[src/rtl/mc_native_pkg.sv]
// Shared widths and payload layouts for the controller native ports.
package mc_native_pkg;
   localparam int ADDR_W = 25;
   localparam int DATA_W = 256;
   localparam int MASK_W = DATA_W / 8;

   typedef struct packed {
      logic              we;
      logic [ADDR_W-1:0] addr;
   } native_cmd_t;

   typedef struct packed {
      logic [DATA_W-1:0] data;
      logic [MASK_W-1:0] we;
   } native_wdata_t;
endpackage

[src/rtl/sync_fifo.sv]
// Registered single-clock FIFO; a push is visible at the head one cycle later.
// Push while full is ignored even if a pop happens in the same cycle.
module sync_fifo #(
   parameter int WIDTH = 8,
   parameter int DEPTH = 4,
   localparam int PTR_W = (DEPTH > 1) ? $clog2(DEPTH) : 1,
   localparam int CNT_W = $clog2(DEPTH + 1)
) (
   input  logic             clk,
   input  logic             rst,
   input  logic             i_push,
   input  logic [WIDTH-1:0] i_data,
   input  logic             i_pop,
   output logic [WIDTH-1:0] o_data,
   output logic [CNT_W-1:0] o_count
);
   logic [WIDTH-1:0] r_mem [DEPTH];
   logic [PTR_W-1:0] r_wptr;
   logic [PTR_W-1:0] r_rptr;
   logic [CNT_W-1:0] r_count;
   logic             w_push;
   logic             w_pop;

   assign w_push  = i_push && (r_count != CNT_W'(DEPTH));
   assign w_pop   = i_pop && (r_count != '0);
   assign o_data  = r_mem[r_rptr];
   assign o_count = r_count;

   always_ff @(posedge clk) begin
      if (w_push) r_mem[r_wptr] <= i_data;
   end

   always_ff @(posedge clk or posedge rst) begin
      if (rst) begin
         r_wptr  <= '0;
         r_rptr  <= '0;
         r_count <= '0;
      end else begin
         if (w_push) r_wptr <= r_wptr + 1'b1;
         if (w_pop)  r_rptr <= r_rptr + 1'b1;
         case ({w_push, w_pop})
            2'b10:   r_count <= r_count + 1'b1;
            2'b01:   r_count <= r_count - 1'b1;
            default: ;
         endcase
      end
   end
endmodule

[src/rtl/native_port_buffer.sv]
// Per-port buffer in front of a controller native port: command, write-data and
// read-return FIFOs, read credit accounting and write-after-data issue gating.
module native_port_buffer #(
   parameter int ADDR_W    = mc_native_pkg::ADDR_W,
   parameter int DATA_W    = mc_native_pkg::DATA_W,
   parameter int MASK_W    = DATA_W / 8,
   parameter int CMD_DEPTH = 4,
   parameter int RD_DEPTH  = 8,
   localparam int CRD_W    = $clog2(RD_DEPTH + 1)
) (
   input  logic              clk,
   input  logic              rst,
   input  logic              u_cmd_valid,
   output logic              u_cmd_ready,
   input  logic              u_cmd_we,
   input  logic [ADDR_W-1:0] u_cmd_addr,
   input  logic              u_wdata_valid,
   output logic              u_wdata_ready,
   input  logic [DATA_W-1:0] u_wdata_data,
   input  logic [MASK_W-1:0] u_wdata_we,
   output logic              u_rdata_valid,
   input  logic              u_rdata_ready,
   output logic [DATA_W-1:0] u_rdata_data,
   output logic              n_cmd_valid,
   input  logic              n_cmd_ready,
   output logic              n_cmd_we,
   output logic [ADDR_W-1:0] n_cmd_addr,
   output logic              n_wdata_valid,
   input  logic              n_wdata_ready,
   output logic [DATA_W-1:0] n_wdata_data,
   output logic [MASK_W-1:0] n_wdata_we,
   input  logic              n_rdata_valid,
   input  logic [DATA_W-1:0] n_rdata_data,
   output logic              n_rdata_ready,
   output logic [CRD_W-1:0]  rd_credits_used,
   output logic              err_rd_overflow
);
   import mc_native_pkg::*;

   localparam int CMD_W = 1 + ADDR_W;
   localparam int WD_W  = DATA_W + MASK_W;
   localparam int CC_W  = $clog2(CMD_DEPTH + 1);
   localparam logic [CRD_W-1:0] RD_LIMIT  = CRD_W'(RD_DEPTH);
   localparam logic [CC_W-1:0]  CMD_LIMIT = CC_W'(CMD_DEPTH);

   logic [CC_W-1:0]  w_cmd_count;
   logic [CMD_W-1:0] w_cmd_head;
   logic [CC_W-1:0]  w_wd_count;
   logic [WD_W-1:0]  w_wd_head;
   logic [CRD_W-1:0] w_rd_count;
   logic             w_cmd_empty;
   logic             w_gate;
   logic             w_cmd_fire;
   logic             w_wd_fire;
   logic             w_rd_bad;
   logic             w_rd_push;
   logic             w_rd_pop;
   logic             w_rd_issue;
   logic [CRD_W-1:0] r_rd_inflight;
   logic [CC_W-1:0]  r_wr_issued;
   logic             r_err_rd_overflow;

   sync_fifo #(.WIDTH(CMD_W), .DEPTH(CMD_DEPTH)) u_cmd_fifo (
      .clk     (clk),
      .rst     (rst),
      .i_push  (u_cmd_valid && u_cmd_ready),
      .i_data  ({u_cmd_we, u_cmd_addr}),
      .i_pop   (w_cmd_fire),
      .o_data  (w_cmd_head),
      .o_count (w_cmd_count)
   );

   sync_fifo #(.WIDTH(WD_W), .DEPTH(CMD_DEPTH)) u_wd_fifo (
      .clk     (clk),
      .rst     (rst),
      .i_push  (u_wdata_valid && u_wdata_ready),
      .i_data  ({u_wdata_data, u_wdata_we}),
      .i_pop   (w_wd_fire),
      .o_data  (w_wd_head),
      .o_count (w_wd_count)
   );

   sync_fifo #(.WIDTH(DATA_W), .DEPTH(RD_DEPTH)) u_rd_fifo (
      .clk     (clk),
      .rst     (rst),
      .i_push  (w_rd_push),
      .i_data  (n_rdata_data),
      .i_pop   (w_rd_pop),
      .o_data  (u_rdata_data),
      .o_count (w_rd_count)
   );

   assign u_cmd_ready   = (w_cmd_count != CMD_LIMIT);
   assign u_wdata_ready = (w_wd_count != CMD_LIMIT);
   assign w_cmd_empty   = (w_cmd_count == '0);
   assign n_cmd_we      = w_cmd_head[CMD_W-1];
   assign n_cmd_addr    = w_cmd_head[ADDR_W-1:0];
   assign n_wdata_data  = w_wd_head[WD_W-1:MASK_W];
   assign n_wdata_we    = w_wd_head[MASK_W-1:0];
   assign n_rdata_ready = 1'b1;

   // Credits cover both reads still at the controller and data parked for the user.
   assign rd_credits_used = r_rd_inflight + w_rd_count;

   // A write may only leave once buffered data exceeds the writes already owed data.
   assign w_gate      = n_cmd_we ? (w_wd_count > r_wr_issued) : (rd_credits_used < RD_LIMIT);
   assign n_cmd_valid = !w_cmd_empty && w_gate;
   assign w_cmd_fire  = n_cmd_valid && n_cmd_ready;
   assign w_rd_issue  = w_cmd_fire && !n_cmd_we;

   assign n_wdata_valid = (w_wd_count != '0) && (r_wr_issued != '0);
   assign w_wd_fire     = n_wdata_valid && n_wdata_ready;

   assign w_rd_bad  = n_rdata_valid && ((w_rd_count == RD_LIMIT) || (r_rd_inflight == '0));
   assign w_rd_push = n_rdata_valid && !w_rd_bad;

   assign u_rdata_valid   = (w_rd_count != '0);
   assign w_rd_pop        = u_rdata_valid && u_rdata_ready;
   assign err_rd_overflow = r_err_rd_overflow;

   always_ff @(posedge clk or posedge rst) begin
      if (rst) begin
         r_rd_inflight     <= '0;
         r_wr_issued       <= '0;
         r_err_rd_overflow <= 1'b0;
      end else begin
         case ({w_rd_issue, w_rd_push})
            2'b10:   if (r_rd_inflight != RD_LIMIT) r_rd_inflight <= r_rd_inflight + 1'b1;
            2'b01:   if (r_rd_inflight != '0)       r_rd_inflight <= r_rd_inflight - 1'b1;
            default: ;
         endcase
         case ({w_cmd_fire && n_cmd_we, w_wd_fire})
            2'b10:   if (r_wr_issued != CMD_LIMIT) r_wr_issued <= r_wr_issued + 1'b1;
            2'b01:   if (r_wr_issued != '0)        r_wr_issued <= r_wr_issued - 1'b1;
            default: ;
         endcase
         if (w_rd_bad) r_err_rd_overflow <= 1'b1;
      end
   end
endmodule

[config.mk]
export PLATFORM = sky130hd
export DESIGN_NAME = native_port_buffer
export DESIGN_NICKNAME = d
export VERILOG_FILES = /design/src/rtl/mc_native_pkg.sv /design/src/rtl/sync_fifo.sv /design/src/rtl/native_port_buffer.sv
export SDC_FILE = /design/constraint.sdc
export NUM_CORES = 2
export LEC_CHECK = 0
export ABC_AREA = 1
export CAP_MARGIN = 10
export CORE_MARGIN = 3
export CORE_UTILIZATION = 30
export CTS_BUF_LIST = sky130_fd_sc_hd__clkbuf_16
export DETAILED_ROUTE_END_ITERATION = 10
export PLACE_DENSITY_LB_ADDON = 0.08
export SYNTH_ARGS = -nofsm -noshare
export SYNTH_HDL_FRONTEND = slang
export SYNTH_SLANG_ARGS = --single-unit
[constraint.sdc]
create_clock -name clk -period 25.2 [get_ports clk]
set_input_delay 2.52 -clock clk [delete_from_list [all_inputs] [get_ports clk]]
set_output_delay 2.52 -clock clk [all_outputs]
set_load 0.05 [all_outputs]
-- Yosys cells after proc, flatten, opt, wreduce, memory -nomap -nowiden
Memory sizes are Yosys's and may differ from the RTL's.
Index checks and enable logic that the tools add are counted.
- bits in registers: 32
- bits in writable memories: 3304
- input port bits: 578
- output and inout bits: 581
- memories kept: 3
- memory list (memory ; words ; width ; rd ports ; clocked after Yosys merged registers in ; wr ports ; RTL line ; RTL):
    u_rd_fifo.r_mem ; 8 ; 256 ; 1 ; 0 ; 1 ; sync_fifo.sv:17 ; logic [WIDTH-1:0] r_mem [DEPTH];
    u_wd_fifo.r_mem ; 4 ; 288 ; 1 ; 0 ; 1 ; sync_fifo.sv:17 ;
    u_cmd_fifo.r_mem ; 4 ; 26 ; 1 ; 0 ; 1 ; sync_fifo.sv:17 ;
- add/subtract/negate cells: 17
- order comparisons: 2
- equality and inequality tests: 20
- multiplexer cells: 16
- reduce and logical (&&, ||, !) cells: 35
- operator list (kind ; count):
    3-bit case mux with 2 select lines ; 3
    1-bit logical AND ; 17
    4-bit case mux with 2 select lines ; 2
    3-bit by 1-bit adder with 3-bit output (second input constant) ; 5
    2-bit by 1-bit equality test with 1-bit output (second input constant) ; 5
    2-bit equality test (second input constant) ; 5
    2-bit nonzero test ; 5
    3-bit inequality test (second input constant) ; 3
    3-bit nonzero test ; 3
    3-bit by 1-bit subtractor with 3-bit output (second input constant) ; 3
    2-bit by 1-bit adder with 2-bit output (second input constant) ; 4
    4-bit by 1-bit adder with 4-bit output (second input constant) ; 2
    4-bit two-way mux ; 2
    2-bit inequality test (second input constant) ; 4
    4-bit inequality test (second input constant) ; 2
    4-bit nonzero test ; 2
    4-bit by 1-bit subtractor with 4-bit output (second input constant) ; 2
    1-bit two-way mux ; 7
    3-bit two-way mux ; 2
    3-bit AND reduction ; 2
    4-bit adder ; 1
    4-bit equality test (second input constant) ; 1
    4-bit logical NOT ; 1
    4-bit < comparator (second input constant) ; 1
    other kinds (4) ; 6

-- Longest topological paths before layout
- depth in word-level cells: 9
- gate-level depth with buffers: 20
- mapped depth without buffers: 20

-- Hierarchy
From an unflattened synthesis, not the netlist that was laid out.
- cells, all modules: 12835
- area, all modules: 139846.6 sq um
- modules (own cells, without submodules) (module ; instances ; cells each ; area an instance (sq um)):
    sync_fifo (u_rd_fifo) ; 1 ; 8927 ; 88284.7
    sync_fifo (u_wd_fifo) ; 1 ; 3419 ; 45731.4
    sync_fifo (u_cmd_fifo) ; 1 ; 363 ; 4887.2
    native_port_buffer ; 1 ; 126 ; 943.4

-- Worst setup path before layout
OpenSTA, ideal clock, no wires.
- path type: input -> register
- from: input u_wdata_valid
- to: memory u_wd_fifo.r_mem[0][0] in the netlist's numbering, enable pin
- setup time: 944 ps
- data arrival time: 14688 ps
- setup slack: 9568 ps
- stages: 2
- cell sequence: nand2_1 -> nor2_1
- word-level cells in the longest chain between the ends: 4
- ends and longest elaborated chain (what ; RTL line ; RTL):
    from (decl) ; native_port_buffer.sv:17 ; input logic u_wdata_valid,
    1-bit logical AND ; native_port_buffer.sv:76 ; .i_push (u_wdata_valid && u_wdata_ready),
    1-bit logical AND ; sync_fifo.sv:24 ; assign w_push = i_push && (r_count != CNT_W'(DEPTH));
    1-bit two-way mux ; sync_fifo.sv:30 ; if (w_push) r_mem[r_wptr] <= i_data;
    1-bit two-way mux (implied by the code) ; sync_fifo.sv:30 ;
    to (decl) ; sync_fifo.sv:17 ;
No other way between the ends.

-- Final worst setup path
- from: register u_rd_fifo.r_rptr[0]
- to: output u_rdata_data[148]
- word-level cells in the longest chain between the ends: 1
- ends and longest elaborated chain (what ; RTL line ; RTL):
    from (decl) ; sync_fifo.sv:19 ; logic [PTR_W-1:0] r_rptr;
    from (signal assigned) ; sync_fifo.sv:40 ; if (w_pop) r_rptr <= r_rptr + 1'b1;
    memory 8 x 256 bit ; - ;
    to (decl) ; native_port_buffer.sv:23 ; output logic [DATA_W-1:0] u_rdata_data,
No other way between the ends.

==> results.tsv <==
metric	value	unit
most frequent cells in the layout	edfxtp_1, nor2_1, o21ai_0	
CTS tree	done	
Async S/R FF share, synth	0.959	%
crit path DAT	7270	ps
leak pwr	0.0501	uW
DP HPWL	238000	um
Setup CP Type	flip-flop to primary output	
maximum vdd drop	0.000114	V
vias in the first global route	75500	
via count	78400	
most frequent CP cell	buf_4	
outcome	finished clean	
clock root cell	clkbuf_16	
DRC viols	0	
period utilization	38.9	%
max-slew violation count	0	
Largest stage delay, worst path	1140	ps
Mean Syn Cell Area	13.9	um^2
internal power	12700	uW
RSZ-0062 raised after global routing	false	
NetSw	9900	uW
initial core utilization	30.3	%
switching share of power	43.8	%
Hold Crit Class	flip-flop to flip-flop	
Reg2Reg Setup Slack	19670	ps
drt first pass iters	7	
routed wire length per instance	25.3	um
count of final hold-check violations	0	
total CTS buffers	385	
final net count	10800	
die area	430000	um^2
Yosys warning total	0	
most common cell after layout, fill and taps aside	edfxtp_1	
Final ANT Viol Nets	0	
GR Layer Usage met1	23.1	%
final setup vio count	0	
clock latency on the worst-skew pair	940	ps
Worst Max-Slew Pin Slew	1190	ps
CTS Sinks	3336	
register area share after synthesis	79.0	%
Worst Skew	57.6	ps
PortBufs	1157	
Worst Path Required	22680	ps
cell family with most CP delay	buffers and inverters	
flops & latches, synth	3336	
CTS HTree Levels	5	
Max Cap Viol	0	
# IOs	1159	
sequential power share	32.4	%
Tot GR Track Use	18.2	%
RePlAce Congestion	0.750	
largest net degree at the start of global routing	218	
Via-to-Cell Ratio	4.86	
combinational power share	44.4	%
crit end category	primary output	
global-route wire length before repair	577000	um
Netlist cell types	34	
dpl cell area	144000	um^2
synthesized area	127000	um^2
clock buffer depth	4	
slowest CP cell	dfrtp_4	
layout cells sized above 1	6.33	%
Post-synth EDFFs	3304	
DRT Wirelength	408000	um
Clk network pwr share	23.2	%
min Tclk post-route	9790	ps
setup_tns	0	ps
1st-iter DRT viols	5854	
M2 GR Usage	30.5	%
row count	237	
startpoint types	flip-flop	
fmax	102	MHz
clk slew on worst S/H paths	60	ps
met3 usage	4.87	%
Post-Syn Nets	9691	
dominant synthesized flop cell	edfxtp_1	
CP Cell Sequence	buf_4, buf_4, buf_4, buf_4, o21ai_0, o22ai_1, nor2_1, a31oi_1, clkdlybuf4s50_1	
core footprint	418000	um^2
setup bufs post-CTS	0	
Buf/Inv on CP	5	
antenna violations before repair	201	
Layout area overhead	23.1	%
post-CTS sizing	0	
GR peak layer	met2	
Slew headroom	20.4	%
PwrDens	145	nW/um^2
Post-CTS Hold Fix Bufs	0	
Die Wd	656	um
WHS	471	ps
fill count	39700	
Syn Inst Count	9082	
GR Overflow Total	0	
die height	656	um
Design Area, Final	156000	um^2
Crit Path Max Fanout	87	
-- cell type report --
cell class	instances	area (um^2)	share of cell area, %
inverter	60	284	0.182
tap	5616	7030	4.51
clock buffer	394	9860	6.33
clock inverter	288	1960	1.25
sequential	3336	100000	64.2
timing repair buffer	1287	12800	8.19
antenna	58	145	0.0931
multi-input combinational	5082	23800	15.3
-- cell usage after synthesis (all sizes together) (2+ instances only) --
| library cell | instances | area [um^2] |
|---|---|---|
| a21oi | 9 | 45.0 |
| a31oi | 256 | 1600 |
| buf | 178 | 1040 |
| nand3 | 17 | 85.1 |
| nand4 | 2 | 12.5 |
| xor2 | 15 | 131 |
| clkinv | 2 | 12.5 |
| nor2 | 2445 | 9180 |
| o22ai | 569 | 3560 |
| fa | 6 | 120 |
| nor3 | 2 | 10.0 |
| inv | 58 | 220 |
| ha | 25 | 313 |
| dfrtp | 32 | 801 |
| clkbuf | 426 | 1600 |
| a211oi | 2 | 15.0 |
| edfxtp | 3304 | 99200 |
| xnor2 | 5 | 43.8 |
| o21ai | 1663 | 8320 |
| nand2 | 62 | 235 |
-- worst register-to-register path, stage by stage, from the launching register on --
cell and delay, ps:
dfrtp_1 370, inv_1 90, nand3_1 290, nand2_1 410, nor2_4 700, buf_4 720
buf_4 860, buf_4 860, buf_4 840
-- layer usage --
| metal | vias to the layer above | part of all wire [%] |
|---|---|---|
| met5 | - | 0.15 |
| met4 | 94 | 2.9 |
| met3 | 741 | 6.9 |
| met2 | 2051 | 48 |
| met1 | 39500 | 42 |
| li1 | 36000 | - |
-- state kept, by name (all words and copies together), names as in the netlist, 3 cells and up --
register	count
u_rd_fifo.r_rptr	3
u_wd_fifo.o_count	3
u_rd_fifo.o_count	4
u_rd_fifo.r_wptr	3
u_cmd_fifo.r_mem	104
r_rd_inflight	4
u_cmd_fifo.o_count	3
u_rd_fifo.r_mem	2048
u_wd_fifo.r_mem	1152
r_wr_issued	3
-- final timing paths --
kind,from,endpoint,cells after the start
setup / recovery,u_rd_fifo.r_rptr[0]$_DFFE_PP0P_,u_rdata_data[148],9
hold / removal,err_rd_overflow$_DFFE_PP0P_,err_rd_overflow$_DFFE_PP0P_,1
setup reg to reg,u_wd_fifo.o_count[1]$_DFFE_PP0P_,u_wd_fifo.r_mem[2][123]$_DFFE_PP_,8
hold reg to reg,err_rd_overflow$_DFFE_PP0P_,err_rd_overflow$_DFFE_PP0P_,1
max in group asynchronous,rst,u_wd_fifo.r_rptr[0]$_DFFE_PP0P_,3
min in group asynchronous,rst,u_rd_fifo.r_rptr[0]$_DFFE_PP0P_,3
-- per-stage QoR --
stage	total power (uW)	instances	util [%]	setup WS [ps]
finish	22600	16100	37.3	15410
global placement	17600	15400	34.4	16350
floorplan	14000	9082	-	9570
detailed placement	17700	15400	34.4	16330
global route	23800	16100	37.2	14910
CTS	23000	16100	37.2	15260
-- power groups by stage --
stage          Sequential (uW)  Combinational, uW  Clock, uW
5_1_grt                   7410              10700       5640
3_3_place_gp              7430              10200          0
2_1_floorplan             7750               6250          0
6_report                  7340              10000       5240
4_1_cts                   7340              10300       5420
3_5_place_dp              7460              10200          0
-- cell families after synthesis --
family,share of synthesized area [%]
flip-flops,79.0
AND/OR/NAND/NOR,7.53
AO/OA/AOI/OAI,10.7
buffers and inverters,2.27
adder cells (fa/ha/maj),0.342
XOR/XNOR,0.138
other,0.00296
Note: power is estimated with default switching activity, not from simulation.
